==> config.mk <==
export PLATFORM = sky130hd
export DESIGN_NAME = countdown_timer_ctrl
export DESIGN_NICKNAME = d
export VERILOG_FILES = /design/src/rtl/countdown_timer_ctrl_pkg.sv /design/src/rtl/countdown_timer_ctrl_counter.sv /design/src/rtl/countdown_timer_ctrl.sv
export SDC_FILE = /design/constraint.sdc
export NUM_CORES = 1
export LEC_CHECK = 0
export CORE_ASPECT_RATIO = 1.75
export CORE_MARGIN = 4
export CORE_UTILIZATION = 50
export DETAILED_ROUTE_END_ITERATION = 10
export PLACE_DENSITY = 0.75
export SYNTH_ARGS = -nofsm -noshare
export SYNTH_HDL_FRONTEND = slang
export SYNTH_HIERARCHICAL = 1
export SYNTH_SLANG_ARGS = --single-unit
==> constraint.sdc <==
create_clock -name CLK -period 2.1 [get_ports CLK]
set_input_delay 0.42 -clock CLK [delete_from_list [all_inputs] [get_ports CLK]]
set_output_delay 0.42 -clock CLK [all_outputs]
set_load 0.005 [all_outputs]
==> src/rtl/countdown_timer_ctrl_pkg.sv <==
// Shared types and constants for the two-digit BCD countdown timer.
package timer_pkg;

    localparam int unsigned BCD_MAX = 9;
    localparam int unsigned DIGITS  = 2;

    typedef logic [3:0] bcd_t;

    typedef enum logic [1:0] {
        ST_IDLE   = 2'd0,
        ST_RUN    = 2'd1,
        ST_PAUSED = 2'd2,
        ST_DONE   = 2'd3
    } state_e;

    // Saturate an out-of-range BCD nibble to 9.
    function automatic bcd_t bcd_clamp(input bcd_t d);
        return (d > bcd_t'(BCD_MAX)) ? bcd_t'(BCD_MAX) : d;
    endfunction

endpackage

==> src/rtl/countdown_timer_ctrl_counter.sv <==
// Modulo-N enabled counter with synchronous active-low reset; o_tc_c flags the terminal count.
module counter #(
    parameter int unsigned MODULUS = 4
) (
    input  logic i_clk,
    input  logic i_rst_n,
    input  logic i_en,
    output logic o_tc_c
);

    localparam int unsigned WIDTH = (MODULUS > 1) ? $clog2(MODULUS) : 1;

    logic [WIDTH-1:0] r_count;
    logic             w_at_tc;

    assign w_at_tc = (r_count == WIDTH'(MODULUS - 1));

    always_ff @(posedge i_clk) begin
        if (!i_rst_n) begin
            r_count <= '0;
        end else if (i_en) begin
            r_count <= w_at_tc ? '0 : r_count + WIDTH'(1);
        end
    end

    assign o_tc_c = i_en && w_at_tc;

endmodule

==> src/rtl/countdown_timer_ctrl.sv <==
// Two-digit BCD countdown timer with IDLE/RUN/PAUSED/DONE control.
// Optional macro TIMER_AUTO_RELOAD_EN reloads the captured preset on expiry instead of stopping.
module countdown_timer_ctrl
    import timer_pkg::*;
#(
    parameter int unsigned TICK_DIV      = 25000000,
    parameter bit          START_ON_LOAD = 1'b0
) (
    input  logic       CLK,
    input  logic       RSTn,
    input  logic       LOAD,
    input  logic [7:0] PRESET,
    input  logic       START,
    input  logic       PAUSE,
    input  logic       CLEAR,
    output logic [3:0] COUNT_ONES,
    output logic [3:0] COUNT_TENS,
    output logic       RUNNING,
    output logic       DONE,
    output logic       DONE_PULSE
);

    state_e r_state, w_state_next;
    bcd_t   r_ones, r_tens, w_ones_next, w_tens_next;
    bcd_t   w_load_ones, w_load_tens, w_dec_ones, w_dec_tens;
    logic   r_running, r_done, r_pulse;
    logic   w_pulse_next, w_restart, w_tick, w_cnt_rst_n;
    logic   w_cur_zero, w_load_zero, w_dec_zero;
    logic [DIGITS*4-1:0] w_load_val;

`ifdef TIMER_AUTO_RELOAD_EN
    bcd_t   r_pre_ones, r_pre_tens, w_pre_ones_next, w_pre_tens_next;
`endif

    assign w_load_val  = PRESET;
    assign w_load_ones = bcd_clamp(w_load_val[3:0]);
    assign w_load_tens = bcd_clamp(w_load_val[7:4]);
    assign w_load_zero = (w_load_ones == '0) && (w_load_tens == '0);
    assign w_cur_zero  = (r_ones == '0) && (r_tens == '0);

    // BCD decrement with borrow from the tens digit
    assign w_dec_ones = (r_ones == '0) ? bcd_t'(BCD_MAX) : r_ones - bcd_t'(1);
    assign w_dec_tens = (r_ones == '0) ? r_tens - bcd_t'(1) : r_tens;
    assign w_dec_zero = (w_dec_ones == '0) && (w_dec_tens == '0);

    // Prescaler restarts on reset, CLEAR, and any fresh start from IDLE/DONE
    assign w_cnt_rst_n = RSTn && !CLEAR && !w_restart;

    counter #(
        .MODULUS (TICK_DIV)
    ) u_prescaler (
        .i_clk   (CLK),
        .i_rst_n (w_cnt_rst_n),
        .i_en    (r_state == ST_RUN),
        .o_tc_c  (w_tick)
    );

    always_comb begin
        w_state_next = r_state;
        w_ones_next  = r_ones;
        w_tens_next  = r_tens;
        w_pulse_next = 1'b0;
        w_restart    = 1'b0;
`ifdef TIMER_AUTO_RELOAD_EN
        w_pre_ones_next = r_pre_ones;
        w_pre_tens_next = r_pre_tens;
`endif
        if (CLEAR) begin
            w_state_next = ST_IDLE;
            w_ones_next  = '0;
            w_tens_next  = '0;
        end else begin
            case (r_state)
                ST_IDLE, ST_DONE: begin
                    if (LOAD) begin
                        w_ones_next  = w_load_ones;
                        w_tens_next  = w_load_tens;
`ifdef TIMER_AUTO_RELOAD_EN
                        w_pre_ones_next = w_load_ones;
                        w_pre_tens_next = w_load_tens;
`endif
                        w_state_next = ST_IDLE;
                        if (START_ON_LOAD) begin
                            if (w_load_zero) begin
                                w_state_next = ST_DONE;
                                w_pulse_next = 1'b1;
                            end else begin
                                w_state_next = ST_RUN;
                                w_restart    = 1'b1;
                            end
                        end
                    end else if (START && (r_state == ST_IDLE)) begin
                        if (w_cur_zero) begin
                            w_state_next = ST_DONE;
                            w_pulse_next = 1'b1;
                        end else begin
                            w_state_next = ST_RUN;
                            w_restart    = 1'b1;
                        end
                    end
                end
                ST_RUN: begin
                    if (w_tick) begin
                        w_ones_next = w_dec_ones;
                        w_tens_next = w_dec_tens;
                        if (w_dec_zero) begin
                            w_pulse_next = 1'b1;
`ifdef TIMER_AUTO_RELOAD_EN
                            w_ones_next  = r_pre_ones;
                            w_tens_next  = r_pre_tens;
`else
                            w_state_next = ST_DONE;
`endif
                        end
                    end
                    // Higher-priority LOAD/START are ignored in RUN but still mask PAUSE
                    if ((w_state_next == ST_RUN) && !LOAD && !START && PAUSE) begin
                        w_state_next = ST_PAUSED;
                    end
                end
                ST_PAUSED: begin
                    if (!LOAD && START) begin
                        w_state_next = ST_RUN;
                    end
                end
                default: w_state_next = ST_IDLE;
            endcase
        end
    end

    always_ff @(posedge CLK) begin
        if (!RSTn) begin
            r_state <= ST_IDLE;
        end else begin
            r_state <= w_state_next;
        end
    end

    // Digits and registered status decodes
    always_ff @(posedge CLK) begin
        if (!RSTn) begin
            r_ones    <= '0;
            r_tens    <= '0;
            r_running <= 1'b0;
            r_done    <= 1'b0;
            r_pulse   <= 1'b0;
`ifdef TIMER_AUTO_RELOAD_EN
            r_pre_ones <= '0;
            r_pre_tens <= '0;
`endif
        end else begin
            r_ones    <= w_ones_next;
            r_tens    <= w_tens_next;
            r_running <= (w_state_next == ST_RUN);
            r_done    <= (w_state_next == ST_DONE);
            r_pulse   <= w_pulse_next;
`ifdef TIMER_AUTO_RELOAD_EN
            r_pre_ones <= w_pre_ones_next;
            r_pre_tens <= w_pre_tens_next;
`endif
        end
    end

    assign COUNT_ONES = r_ones;
    assign COUNT_TENS = r_tens;
    assign RUNNING    = r_running;
    assign DONE       = r_done;
    assign DONE_PULSE = r_pulse;

endmodule

After elaboration in Yosys (flattened, before gate mapping)
Index checks and enable logic that the tools add are counted.

Register bits after elaboration: 38. Input port bits: 14. Output and inout bits: 11. Logic and storage cells: 78.

$add $sub $neg: 3. Order comparisons: 2. Equality and inequality tests: 9. Multiplexer cells: 33. Bitwise gates (word level): 1. Reduce and logical (&&, ||, !) cells: 23.

Operators with widths (count): $mux W4 (8); $add A25 B1 Y25 const B (1); $eq A25 B25 Y1 const B (1); $mux W25 (1); $mux W2 (10); $logic_not A4 Y1 (4); $pmux W4 S2 (2); $logic_and A1 B1 Y1 (10); $mux W1 (10); $gt A4 B4 Y1 const B (2); $sub A4 B1 Y4 const B (2); $eq A2 B1 Y1 const B (3); $eq A2 B2 Y1 const B (3); $pmux W2 S3 (1); $logic_not A1 Y1 (4); $ne A2 B2 Y1 const B (2); $reduce_or A2 Y1 (2); $reduce_and A3 Y1 (1); $logic_not A2 Y1 (1); $pmux W1 S2 (1); $reduce_bool A2 Y1 (1); $not A1 Y1 (1).

Logic depth before layout (Yosys ltp)
Gate-level depths: netlist of run 1.

Word-level depth: 16. Gate-level depth with buffers: 10. Gate-level depth less buffers: 10.

Hierarchy
The synthesis of run 1 kept the hierarchy.

Modules (own cells, without submodules): counter (times used 1, cells each 137, area an instance 1208.7 um^2, sequential area each 500.5 um^2); countdown_timer_ctrl (times used 1, cells each 123, area an instance 938.4 um^2, sequential area each 260.2 um^2).

Least setup slack after synthesis of run 1
No wires, ideal clock.

Kind: register to register. Start point: register r_state[1]. End point: register r_ones[2] (netlist: COUNT_ONES[2]). Library setup time: 0.065 ns. Arrival: 2.143 ns. Required time: 2.035 ns. Setup slack: -0.108 ns. Stages on the path, launching flop included: 11. Buffers on the path: 0. Period minus slack after synthesis: 2.208 ns. Cells stage by stage: dfxtp_1 -> inv_1 -> ha_1 -> nand3_1 -> or4_4 -> nor2_1 -> nand2_1 -> a21oi_4 -> o21ai_1 -> a2bb2oi_1 -> nor2_1.

Cells in the longest elaborated chain, start to end: 4. Elaborated cells between the ends (all ways): 10. Classes of those cells: 4 x eq/ne; 1 x mux; 5 x reduce/logical.

Ends and longest elaborated chain: start, declared (RTL line countdown_timer_ctrl.sv:23) `state_e r_state, w_state_next;`; start signal, assigned (RTL line countdown_timer_ctrl.sv:135) `r_state <= w_state_next;`; $eq A2 B1 Y1 (RTL line countdown_timer_ctrl.sv:54) `.i_en (r_state == ST_RUN),`; $logic_and A1 B1 Y1 (RTL line countdown_timer_ctrl_counter.sv:26) `assign o_tc_c = i_en && w_at_tc;`; net w_tick (RTL line countdown_timer_ctrl.sv:27) `logic w_pulse_next, w_restart, w_tick, w_cnt_rst_n;`; $ne A2 B2 Y1 (no source line); $reduce_and A3 Y1 (no source line); end signal, assigned (RTL line countdown_timer_ctrl.sv:152) `r_ones <= w_ones_next;`; end, declared (RTL line countdown_timer_ctrl.sv:24) `bcd_t r_ones, r_tens, w_ones_next, w_tens_next;`.

The timed path passes the listed nets, and every way through them passes these cells. A chain may end at the register's enable or synchronous reset.

Final worst setup path of run 1
Start point: register u_prescaler.r_count[19]. End point: register r_running (netlist: RUNNING).

Cells in the longest elaborated chain, start to end: 13.

Ends and longest elaborated chain: start, declared (RTL line countdown_timer_ctrl_counter.sv:13) `logic [WIDTH-1:0] r_count;`; start signal, assigned (RTL line countdown_timer_ctrl_counter.sv:22) `r_count <= w_at_tc ? '0 : r_count + WIDTH'(1);`; $eq A25 B25 Y1 * (RTL line countdown_timer_ctrl_counter.sv:16) `assign w_at_tc = (r_count == WIDTH'(MODULUS - 1));`; $logic_and A1 B1 Y1 * (RTL line countdown_timer_ctrl_counter.sv:26); net w_tick (RTL line countdown_timer_ctrl.sv:27); $mux W2 * (RTL line countdown_timer_ctrl.sv:103) `if (w_tick) begin`; $mux W2 * (RTL line countdown_timer_ctrl.sv:73) `case (r_state)`; $mux W2 * (RTL line countdown_timer_ctrl.sv:68) `if (CLEAR) begin`; $eq A2 B1 Y1 (RTL line countdown_timer_ctrl.sv:117) `if ((w_state_next == ST_RUN) && !LOAD && !START && PAUSE) begin`; $logic_and A1 B1 Y1 (3 in a row) (RTL line countdown_timer_ctrl.sv:117); $mux W2 * (RTL line countdown_timer_ctrl.sv:117); $pmux W2 S3 * (RTL line countdown_timer_ctrl.sv:73); $mux W2 * (RTL line countdown_timer_ctrl.sv:68); $eq A2 B1 Y1 * (RTL line countdown_timer_ctrl.sv:154) `r_running <= (w_state_next == ST_RUN);`; end signal, assigned (RTL line countdown_timer_ctrl.sv:154); end, declared (RTL line countdown_timer_ctrl.sv:26) `logic r_running, r_done, r_pulse;`.

The timed path passes the listed nets; every way through them passes the cells marked *. The select of a mux whose other input is x is not followed.

==> results of run 1 <==
-- worst paths after layout --
path | startpoint | endpoint | slack, ns | cells past startpoint
min | u_prescaler/r_count[14] | u_prescaler/r_count[14] | 0.50 | 2
max reg2reg | u_prescaler/r_count[19] | RUNNING | 0.11 | 7
min reg2reg | u_prescaler/r_count[14] | u_prescaler/r_count[14] | 0.50 | 2
max | u_prescaler/r_count[19] | RUNNING | 0.11 | 7
-- layout make-up --
type / instances / area (µm²) / area share (%)
clock buffers: 8 / 110 / 4.07
well taps: 49 / 61.3 / 2.27
flip-flops and latches: 38 / 763 / 28.2
inverters: 9 / 33.8 / 1.25
multi-input cells: 202 / 1330 / 49.2
repair buffers: 46 / 405 / 15.0
-- critical path, cell delays in order, from the launching register on --
cell	delay [ns]
dfxtp_1	0.40
nand4_1	0.17
or4_4	0.54
nor2_4	0.15
nand4_4	0.11
a211oi_2	0.27
a311oi_2	0.09
nor2b_1	0.16
-- registers in the layout (all words and copies together), names as in the netlist --
signal,count
COUNT_ONES,4
COUNT_TENS,4
DONE,1
DONE_PULSE,1
RUNNING,1
r_state,2
u_prescaler/r_count,25
-- repair_timing --
action	in CTS	in global routing
setup endpoints to repair	3	11
pin swaps	1	5
gates resized for setup	3	6
buffers inserted	0	0
-- power by group --
part	total (µW)	internal [µW]	switching (µW)
logic	165	84.5	80.8
clock network	586	332	254
registers	741	727	13.9
total	1490	1140	349
-- per-layer routing --
layer  routed length [µm]  global-route usage [%]
met1                 1910                    19.8
met2                 2860                    36.6
met3                  189                    4.65
met4                  147                    10.1
met5                    0                       0
-- synth_stat cells, drive strengths merged --
cell     instances  area, µm²
nor3b            1       7.51
a32o             1       10.0
or3              8       52.6
dfxtp           38        761
or4              5       41.3
nor2            34        128
a2bb2oi          1       8.76
o31a             1       8.76
nand3            8       52.6
o21a             1       7.51
o21ai           20        111
nand3b           1       7.51
inv              9       33.8
xnor2            4       35.0
o41ai            1       8.76
o2111ai          1       8.76
nand2b           3       18.8
a211oi           1       12.5
o211ai           2       15.0
and3             7       46.3
and4b            1       11.3
a21o             1       7.51
o22ai            1       6.26
o31ai            4       30.0
clkbuf           4       15.0
a31oi            2       12.5
buf              7       57.5
and4             2       17.5
or2              1       6.26
nand4           10       68.8
a311oi           1       8.76
nor3             3       20.0
a21oi           28        151
ha               7       87.6
nand2           21       78.8
mux2i            1       10.0
nor4             2       42.5
xor2             8       70.1
and4bb           1       12.5
a41oi            1       8.76
nor4b            2       17.5
nor2b            5       31.3
-- stage by stage --
step / setup WS [ns] / TNS [ns]
after floorplan: 0.0182 / 0
after global placement: 0.0735 / 0
after detailed placement: 0.00384 / 0
after CTS: 0.00528 / 0
after global routing: -0.00322 / -0.00540
final: 0.109 / 0
-- cells by family (layout without fill, tap and decap cells) --
| family | Yosys count | count (layout) | synth area share, % |
|---|---|---|---|
| DFF | 38 | 38 | 35.4 |
| buffers and inverters | 20 | 63 | 4.95 |
| AOI/OAI and AO/OA | 67 | 67 | 19.4 |
| adders and majority gates | 7 | 7 | 4.08 |
| xor gates and xnor gates | 12 | 12 | 4.90 |
| muxes | 1 | 1 | 0.466 |
| and+or+nand+nor | 115 | 115 | 30.8 |
==> flow_metrics.env, run 1 <==
export IMPL_fin_crit_sh_pct=94.8
export IMPL_io_pin_count=25
export IMPL_routed_wl_um=5110
export IMPL_hold_buffers=0
export IMPL_setup_viol=0
export IMPL_cts_tree="yes"
export IMPL_fin_util_pct=65.2
export IMPL_cts_buffers=5
export IMPL_antenna_cells=0
export IMPL_overflow=0
export IMPL_grt_pass1_vias=1959
export IMPL_finClkSkew_ns=0.00675
export IMPL_nFillCells=332
export IMPL_clockBufferDepth=2
export IMPL_cp_required_ns=2.27
export IMPL_drive_gt1_share_pct=18.5
export IMPL_insertion_delay_ns=0.29
export IMPL_cts_root_buf="clkbuf_8"
export IMPL_syn_area_mm2=0.00215
export IMPL_dieArea_mm2=0.00545
export IMPL_fin_crit_ns=1.99
export IMPL_ant_nets=0
export IMPL_whs_ns=0.496
export IMPL_coreArea_mm2=0.00415
export IMPL_final_area_mm2=0.00271
export IMPL_yosysSeqAreaShare_pct=35.4
export IMPL_postSynthCellCount=260
export IMPL_rows=31
export IMPL_place_hpwl_um=3890
export IMPL_synth_area_per_cell_um2=8.26
export IMPL_buffer_ports_inserted=24
export IMPL_layout_commonest_cell="dfxtp_1"
export IMPL_first_pass_iters=4
export IMPL_vias=2033
export IMPL_cts_sinks=38
export IMPL_htreeDepth=2
export IMPL_max_slew_worst_pin_slew_ns=0.380
export IMPL_fmax_mhz=502
export IMPL_leakage_uw=0.000939
export IMPL_path_clk_slew_ns=0.07
export IMPL_finalMaxSlewViolations=0
export IMPL_grt_pass1_wl_um=8520
export IMPL_final_cells=352
export IMPL_cp_start_kind="flip-flop"
export IMPL_cp_max_fo=5
export IMPL_ir_drop_mv=0.552
export IMPL_grt_antenna_before_repair=0
export IMPL_drc=0
export IMPL_postPlaceCellArea_mm2=0.00256
export IMPL_endpoint_kind="flip-flop"
export IMPL_final_cell_mix="36 x dfxtp_1, 33 x nor2_1, 27 x a21oi_1"
export IMPL_crit_arrival_ns=2.16
export IMPL_wl_per_cell_um=14.5
export IMPL_finalPower_uw=1490
export IMPL_vias_per_cell=5.78
export IMPL_ys_ff_latch=38
export IMPL_ys_warn_count=6
export IMPL_initial_core_util_pct=51.7
export IMPL_ys_types=55
export IMPL_die_h_um=94.7
export IMPL_relSlewSlack_pct=74.4
export IMPL_syn_nets=281
export IMPL_max_cap_viol_count=0
export IMPL_gp_congestion=0.812
export IMPL_power_density_mw_per_mm2=552
export IMPL_crit_type="flip-flop to flip-flop"
export IMPL_drtIter0Drc=45
export IMPL_grt_use_total_pct=19.7
export IMPL_area_growth_syn_to_layout_pct=26.0
export IMPL_place_inst=344
export IMPL_min_path_type="flip-flop to flip-flop"
export IMPL_grt_max_degree=22
export IMPL_final_nets=323
export IMPL_fp_dieW_um=57.5
export IMPL_finalHoldViolations=0
export IMPL_status="completed"
Power figures use the tool's default switching activity.
==> inputs of run 2 (changes only) <==
--- a/config.mk
+++ b/config.mk
@@ -5,12 +5,14 @@
 export SDC_FILE = /design/constraint.sdc
 export NUM_CORES = 1
 export LEC_CHECK = 0
+export ABC_AREA = 1
 export CORE_ASPECT_RATIO = 1.75
 export CORE_MARGIN = 4
 export CORE_UTILIZATION = 50
 export DETAILED_ROUTE_END_ITERATION = 10
-export PLACE_DENSITY = 0.75
+export PLACE_DENSITY = 0.74
 export SYNTH_ARGS = -nofsm -noshare
 export SYNTH_HDL_FRONTEND = slang
 export SYNTH_HIERARCHICAL = 1
 export SYNTH_SLANG_ARGS = --single-unit
+export TNS_END_PERCENT = 50
==> flow_metrics.env, run 2 <==
export IMPL_final_area_mm2=0.00294
export IMPL_layout_commonest_cell="nand2_1"
export IMPL_path_clk_slew_ns=0.09
export IMPL_worstRegToRegCells=10
export IMPL_synth_area_per_cell_um2=6.64
export IMPL_finalHoldViolations=0
export IMPL_fin_crit_ns=1.90
export IMPL_synth_common_cells="77 x nand2_1, 70 x nor2_1, 46 x inv_1"
export IMPL_p_comb_share_pct=14.7
export IMPL_drtIter0Drc=70
export IMPL_place_hpwl_um=4520
export IMPL_routed_wl_um=5650
export IMPL_p_int_uw=1320
export IMPL_wl_per_cell_um=12.3
export IMPL_initial_core_util_pct=51.9
export IMPL_syn_area_mm2=0.00244
export IMPL_pwr_share_clk_pct=43.0
export IMPL_fin_crit_sh_pct=90.5
export IMPL_power_density_mw_per_mm2=602
export IMPL_antenna_cells=0
export IMPL_grt_pass1_vias=2359
export IMPL_finalMaxSlewViolations=0
export IMPL_rr_endpoint="u_prescaler/r_count[23]"
export IMPL_cts_buffers=5
export IMPL_clockBufferDepth=2
export IMPL_path_buf_inv=4
export IMPL_ys_async_sr_fraction_pct=0
export IMPL_rrSetupSlack_ns=0.20
export IMPL_drive_gt1_share_pct=16.0
export IMPL_crit_path_cell_trace="inv_1 -> buf_4 -> ha_2 -> nor2_4 -> a31oi_1 -> inv_1 -> nor2_2 -> buf_4 -> nand2_1 -> nor2_2"
export IMPL_area_growth_syn_to_layout_pct=20.4
export IMPL_vias_per_cell=5.17
export IMPL_critPathMaxStageDelay_ns=0.40
export IMPL_crit_arrival_ns=2.14
export IMPL_synth_area_leaders="dfxtp_1 31%, nand2_1 12%, nor2_1 11%"
export IMPL_buffer_ports_inserted=24
export IMPL_first_pass_iters=4
export IMPL_switchingPower_uw=448
export IMPL_cts_tree="yes"
export IMPL_max_cap_viol_count=0
export IMPL_coreArea_mm2=0.00471
export IMPL_rsz0062_at_grt="false"
export IMPL_grt_use_total_pct=20.8
export IMPL_leakage_uw=0.00117
export IMPL_postSynthCellCount=368
export IMPL_drc=0
export IMPL_ant_nets=0
export IMPL_final_nets=427
export IMPL_syn_nets=389
export IMPL_r2r_start="r_state[1]"
export IMPL_regMostFlops="u_prescaler/r_count"
export IMPL_synth_main_ff_cell="dfxtp_1"
export IMPL_synth_edf_count=0
export IMPL_ys_warn_count=6
export IMPL_io_pin_count=25
export IMPL_cp_start_kind="flip-flop"
export IMPL_worstHoldPathCells=2
export IMPL_tns_ns=0
export IMPL_postPlaceCellArea_mm2=0.00280
export IMPL_insertion_delay_ns=0.30
export IMPL_max_slew_worst_pin_slew_ns=0.337
export IMPL_fmax_mhz=526
export IMPL_vias=2375
export IMPL_ys_ff_latch=38
export IMPL_yosysSeqAreaShare_pct=31.1
export IMPL_ff_latch_area_um2=761
export IMPL_ys_types=35
export IMPL_grt_max_degree=28
export IMPL_finClkSkew_ns=0.0121
export IMPL_largest_reg_flops=25
export IMPL_endpoint_kind="flip-flop"
export IMPL_cp_slowest_cell="ha_2"
export IMPL_fp_dieW_um=60.8
export IMPL_die_h_um=100
export IMPL_multiInputGateArea_mm2=0.00148
export IMPL_netlist_area_leader_share_pct=31.1
export IMPL_critical_path_startpoint="r_state[1]"
export IMPL_overflow=0
export IMPL_critPathCapture="u_prescaler/r_count[23]"
export IMPL_p_seq_share_pct=42.3
export IMPL_critPathTopFamily="buffers and inverters"
export IMPL_grt_pass1_wl_um=9800
export IMPL_gp_congestion=0.896
export IMPL_cp_required_ns=2.34
export IMPL_swShare_pct=25.3
export IMPL_dieArea_mm2=0.00611
export IMPL_grt_antenna_before_repair=0
export IMPL_rows=33
export IMPL_dp_slack_ns=0.140
export IMPL_finalPower_uw=1770
export IMPL_cts_root_buf="clkbuf_8"
export IMPL_cp_max_fo=11
export IMPL_setup_slack_ns=0.200
export IMPL_cts_sinks=38
export IMPL_synth_most_common_cell="nand2_1"
export IMPL_status="completed"
export IMPL_min_path_type="flip-flop to flip-flop"
export IMPL_nFillCells=447
export IMPL_fin_util_pct=62.5
export IMPL_yosysTopAreaCell="dfxtp_1"
export IMPL_setup_viol=0
export IMPL_path_depth=10
export IMPL_ir_drop_mv=0.568
export IMPL_htreeDepth=2
export IMPL_relSlewSlack_pct=77.5
export IMPL_final_cell_mix="77 x nand2_1, 70 x nor2_1, 46 x inv_1"
export IMPL_crit_type="flip-flop to flip-flop"
==> run 2: timing repair <==
action | in CTS | in global routing
gates resized for setup | 0 | 2
setup buffers | 0 | 0
endpoints found under the hold margin | 0 | 0
hold buffers | 0 | 0
setup endpoints to repair | 0 | 6
==> run 2: worst min path at each step <==
stage / start / to
after global placement: u_prescaler/r_count[0] / u_prescaler/r_count[0]
after global routing: u_prescaler/r_count[0] / u_prescaler/r_count[0]
after floorplan: u_prescaler/r_count[0] / u_prescaler/r_count[0]
final: u_prescaler/r_count[0] / u_prescaler/r_count[0]
after CTS: u_prescaler/r_count[0] / u_prescaler/r_count[0]
after detailed placement: u_prescaler/r_count[0] / u_prescaler/r_count[0]
==> run 2: cell type report <==
class                      instances  area share, %
tap                               52           2.21
sequential                        38           25.9
timing repair buffer              34           10.7
clock inverter                     3           2.34
inverter                          48           6.12
multi-input combinational        279           50.4
clock buffer                       5           2.34
==> run 2: kinds of logic (layout without fill, tap and decap cells) <==
kind of cell	Yosys count	after routing	synth area share [%]
flip-flops	38	38	31.1
adder cells (fa/ha/maj)	7	7	3.58
AND/OR/NAND/NOR	224	224	44.2
buffers and inverters	51	90	8.45
multiplexers	1	1	0.410
XOR/XNOR	7	7	2.51
AO/OA/AOI/OAI	40	40	9.73
==> run 2: per-layer routing <==
metal	vias to the layer above	share of wire, %	global-route usage [%]
met2	56	54	37.3
li1	1237	-	-
met3	19	3.3	3.46
met5	-	0	0
met4	0	4.3	10.9
met1	1063	38	22.1
==> run 2: through the flow <==
step | hold WS (ns) | cells
after floorplan | 0.458 | 368
final | 0.495 | 459
after global routing | 0.526 | 459
after global placement | 0.472 | 451
after detailed placement | 0.484 | 451
after CTS | 0.496 | 459
==> run 2: tightest hold or removal path, stage by stage, from the launching register on <==
cell     delay (ns)
dfxtp_1        0.33
nand2_1        0.07
a21oi_1        0.05
==> run 2: power groups by stage <==
stage               combinational (µW)  sequential [µW]  clock, µW
global route                       289              752        795
detailed placement                 260              766          0
finish                             261              749        762
global placement                   258              766          0
CTS                                261              749        776
floorplan                          160              764          0
==> inputs of run 3 (changes only) <==
--- a/config.mk
+++ b/config.mk
@@ -11,6 +11,7 @@
 export CORE_UTILIZATION = 50
 export DETAILED_ROUTE_END_ITERATION = 10
 export PLACE_DENSITY = 0.74
+export REMOVE_ABC_BUFFERS = 1
 export SYNTH_ARGS = -nofsm -noshare
 export SYNTH_HDL_FRONTEND = slang
 export SYNTH_HIERARCHICAL = 1
==> flow_metrics.env, run 3 (synthesis gave the netlist of run 2 again) <==
export IMPL_setup_viol=0
export IMPL_vias_per_cell=5.37
export IMPL_area_growth_syn_to_layout_pct=18.7
export IMPL_grt_antenna_before_repair=0
export IMPL_max_slew_worst_pin_slew_ns=0.349
export IMPL_cts_root_buf="clkbuf_8"
export IMPL_power_density_mw_per_mm2=555
export IMPL_buffer_ports_inserted=24
export IMPL_layout_commonest_cell="nand2_1"
export IMPL_endpoint_kind="flip-flop"
export IMPL_drc=0
export IMPL_cp_common_cell="inv_1"
export IMPL_crit_type="flip-flop to flip-flop"
export IMPL_grt_use_total_pct=22.3
export IMPL_wl_per_cell_um=13.4
export IMPL_rrSetupSlack_ns=0.18
export IMPL_rows=33
export IMPL_final_area_mm2=0.00290
export IMPL_rsz0062_at_grt="false"
export IMPL_switchingPower_uw=433
export IMPL_overflow=0
export IMPL_cp_max_fo=5
export IMPL_worstRegToRegCells=8
export IMPL_leakage_uw=0.00115
export IMPL_dieArea_mm2=0.00611
export IMPL_p_seq_share_pct=46.5
export IMPL_cp_slowest_cell="dfxtp_1"
export IMPL_min_path_type="flip-flop to flip-flop"
export IMPL_gp_congestion=0.909
export IMPL_clockBufferDepth=2
export IMPL_r2r_start="r_state[0]"
export IMPL_p_comb_share_pct=16.2
export IMPL_drive_gt1_share_pct=15.8
export IMPL_path_depth=8
export IMPL_post_cts_buffers=0
export IMPL_routed_wl_um=6150
export IMPL_max_cap_viol_count=0
export IMPL_rr_endpoint="DONE"
export IMPL_critical_path_startpoint="r_state[0]"
export IMPL_crit_arrival_ns=2.16
export IMPL_fin_crit_sh_pct=91.5
export IMPL_fin_crit_ns=1.92
export IMPL_final_cell_mix="77 x nand2_1, 70 x nor2_1, 45 x inv_1"
export IMPL_finalHoldViolations=0
export IMPL_ctsResizeCount=0
export IMPL_p_int_uw=1180
export IMPL_regMostFlops="u_prescaler/r_count"
export IMPL_grt_max_degree=28
export IMPL_critPathCapture="DONE"
export IMPL_antenna_cells=0
export IMPL_io_pin_count=25
export IMPL_initial_core_util_pct=51.9
export IMPL_htreeDepth=2
export IMPL_cts_buffers=5
export IMPL_critPathTopFamily="simple AND/OR/NAND/NOR gates"
export IMPL_pwr_share_clk_pct=37.3
export IMPL_critPathMaxStageDelay_ns=0.39
export IMPL_path_clk_slew_ns=0.08
export IMPL_first_pass_iters=4
export IMPL_finClkSkew_ns=0.00714
export IMPL_grt_pass1_wl_um=10200
export IMPL_cp_start_kind="flip-flop"
export IMPL_insertion_delay_ns=0.29
export IMPL_relSlewSlack_pct=76.7
export IMPL_setup_slack_ns=0.178
export IMPL_cts_sinks=38
export IMPL_drtIter0Drc=112
export IMPL_largest_reg_flops=25
export IMPL_vias=2460
export IMPL_status="completed"
export IMPL_swShare_pct=26.9
export IMPL_grt_pass1_vias=2442
export IMPL_place_hpwl_um=4910
export IMPL_finalMaxSlewViolations=0
export IMPL_path_buf_inv=2
export IMPL_crit_path_cell_trace="inv_1 -> ha_1 -> nor2_2 -> inv_1 -> nor3_1 -> a31oi_1 -> a21boi_2 -> nor2_1"
export IMPL_fmax_mhz=520
export IMPL_die_h_um=100
export IMPL_postPlaceCellArea_mm2=0.00279
export IMPL_ir_drop_mv=0.510
export IMPL_dp_slack_ns=0.155
export IMPL_coreArea_mm2=0.00471
export IMPL_final_nets=426
export IMPL_tns_ns=0
export IMPL_cts_tree="yes"
export IMPL_ant_nets=0
export IMPL_cp_required_ns=2.34
export IMPL_hold_buffers=0
export IMPL_fp_dieW_um=60.8
==> run 3: layer usage <==
metal | global-route usage, % | wire, µm | up-vias
met5 | 0 | 0 | -
met4 | 14.2 | 329 | 0
met3 | 3.46 | 172 | 18
met2 | 44.3 | 3490 | 61
met1 | 18.5 | 2160 | 1143
li1 | - | - | 1238
==> run 3: metrics by stage <==
step           total power (µW)  std cells  hold slack (ns)  util, %
6_report                   1610        458            0.490     61.6
5_1_grt                    1690        458            0.532     61.6
4_1_cts                    1620        458            0.496     61.6
3_5_place_dp               1030        450            0.486     59.3
3_3_place_gp               1020        450            0.475     59.3
2_1_floorplan               919        365            0.458        -
==> run 3: power by group through the flow <==
stage	clock network, µW	registers [µW]	logic [µW]
after floorplan	0	764	154
after global placement	0	766	257
after detailed placement	0	766	261
after CTS	612	749	262
after global routing	645	751	290
final	601	749	260
==> run 3: layout make-up <==
| class | count | area (µm²) |
|---|---|---|
| fillers | 454 | 1810 |
| clock buffers | 8 | 110 |
| repair buffers | 33 | 308 |
| multi-input cells | 279 | 1480 |
| well taps | 52 | 65.1 |
| flip-flops and latches | 38 | 761 |
| inverters | 48 | 180 |
==> run 3: worst min path at each step <==
| stage | cells after the start | endpoint | from |
|---|---|---|---|
| detailed placement | 2 | u_prescaler/r_count[0] | u_prescaler/r_count[0] |
| global route | 2 | u_prescaler/r_count[0] | u_prescaler/r_count[0] |
| finish | 2 | u_prescaler/r_count[0] | u_prescaler/r_count[0] |
| CTS | 2 | u_prescaler/r_count[0] | u_prescaler/r_count[0] |
| global placement | 2 | u_prescaler/r_count[0] | u_prescaler/r_count[0] |
| floorplan | 2 | u_prescaler/r_count[0] | u_prescaler/r_count[0] |
==> run 3: tightest hold or removal path, cell delays in order, from the launching register on <==
cell and delay (ns):
dfxtp_1 0.33, nand2_1 0.07, a21oi_1 0.05
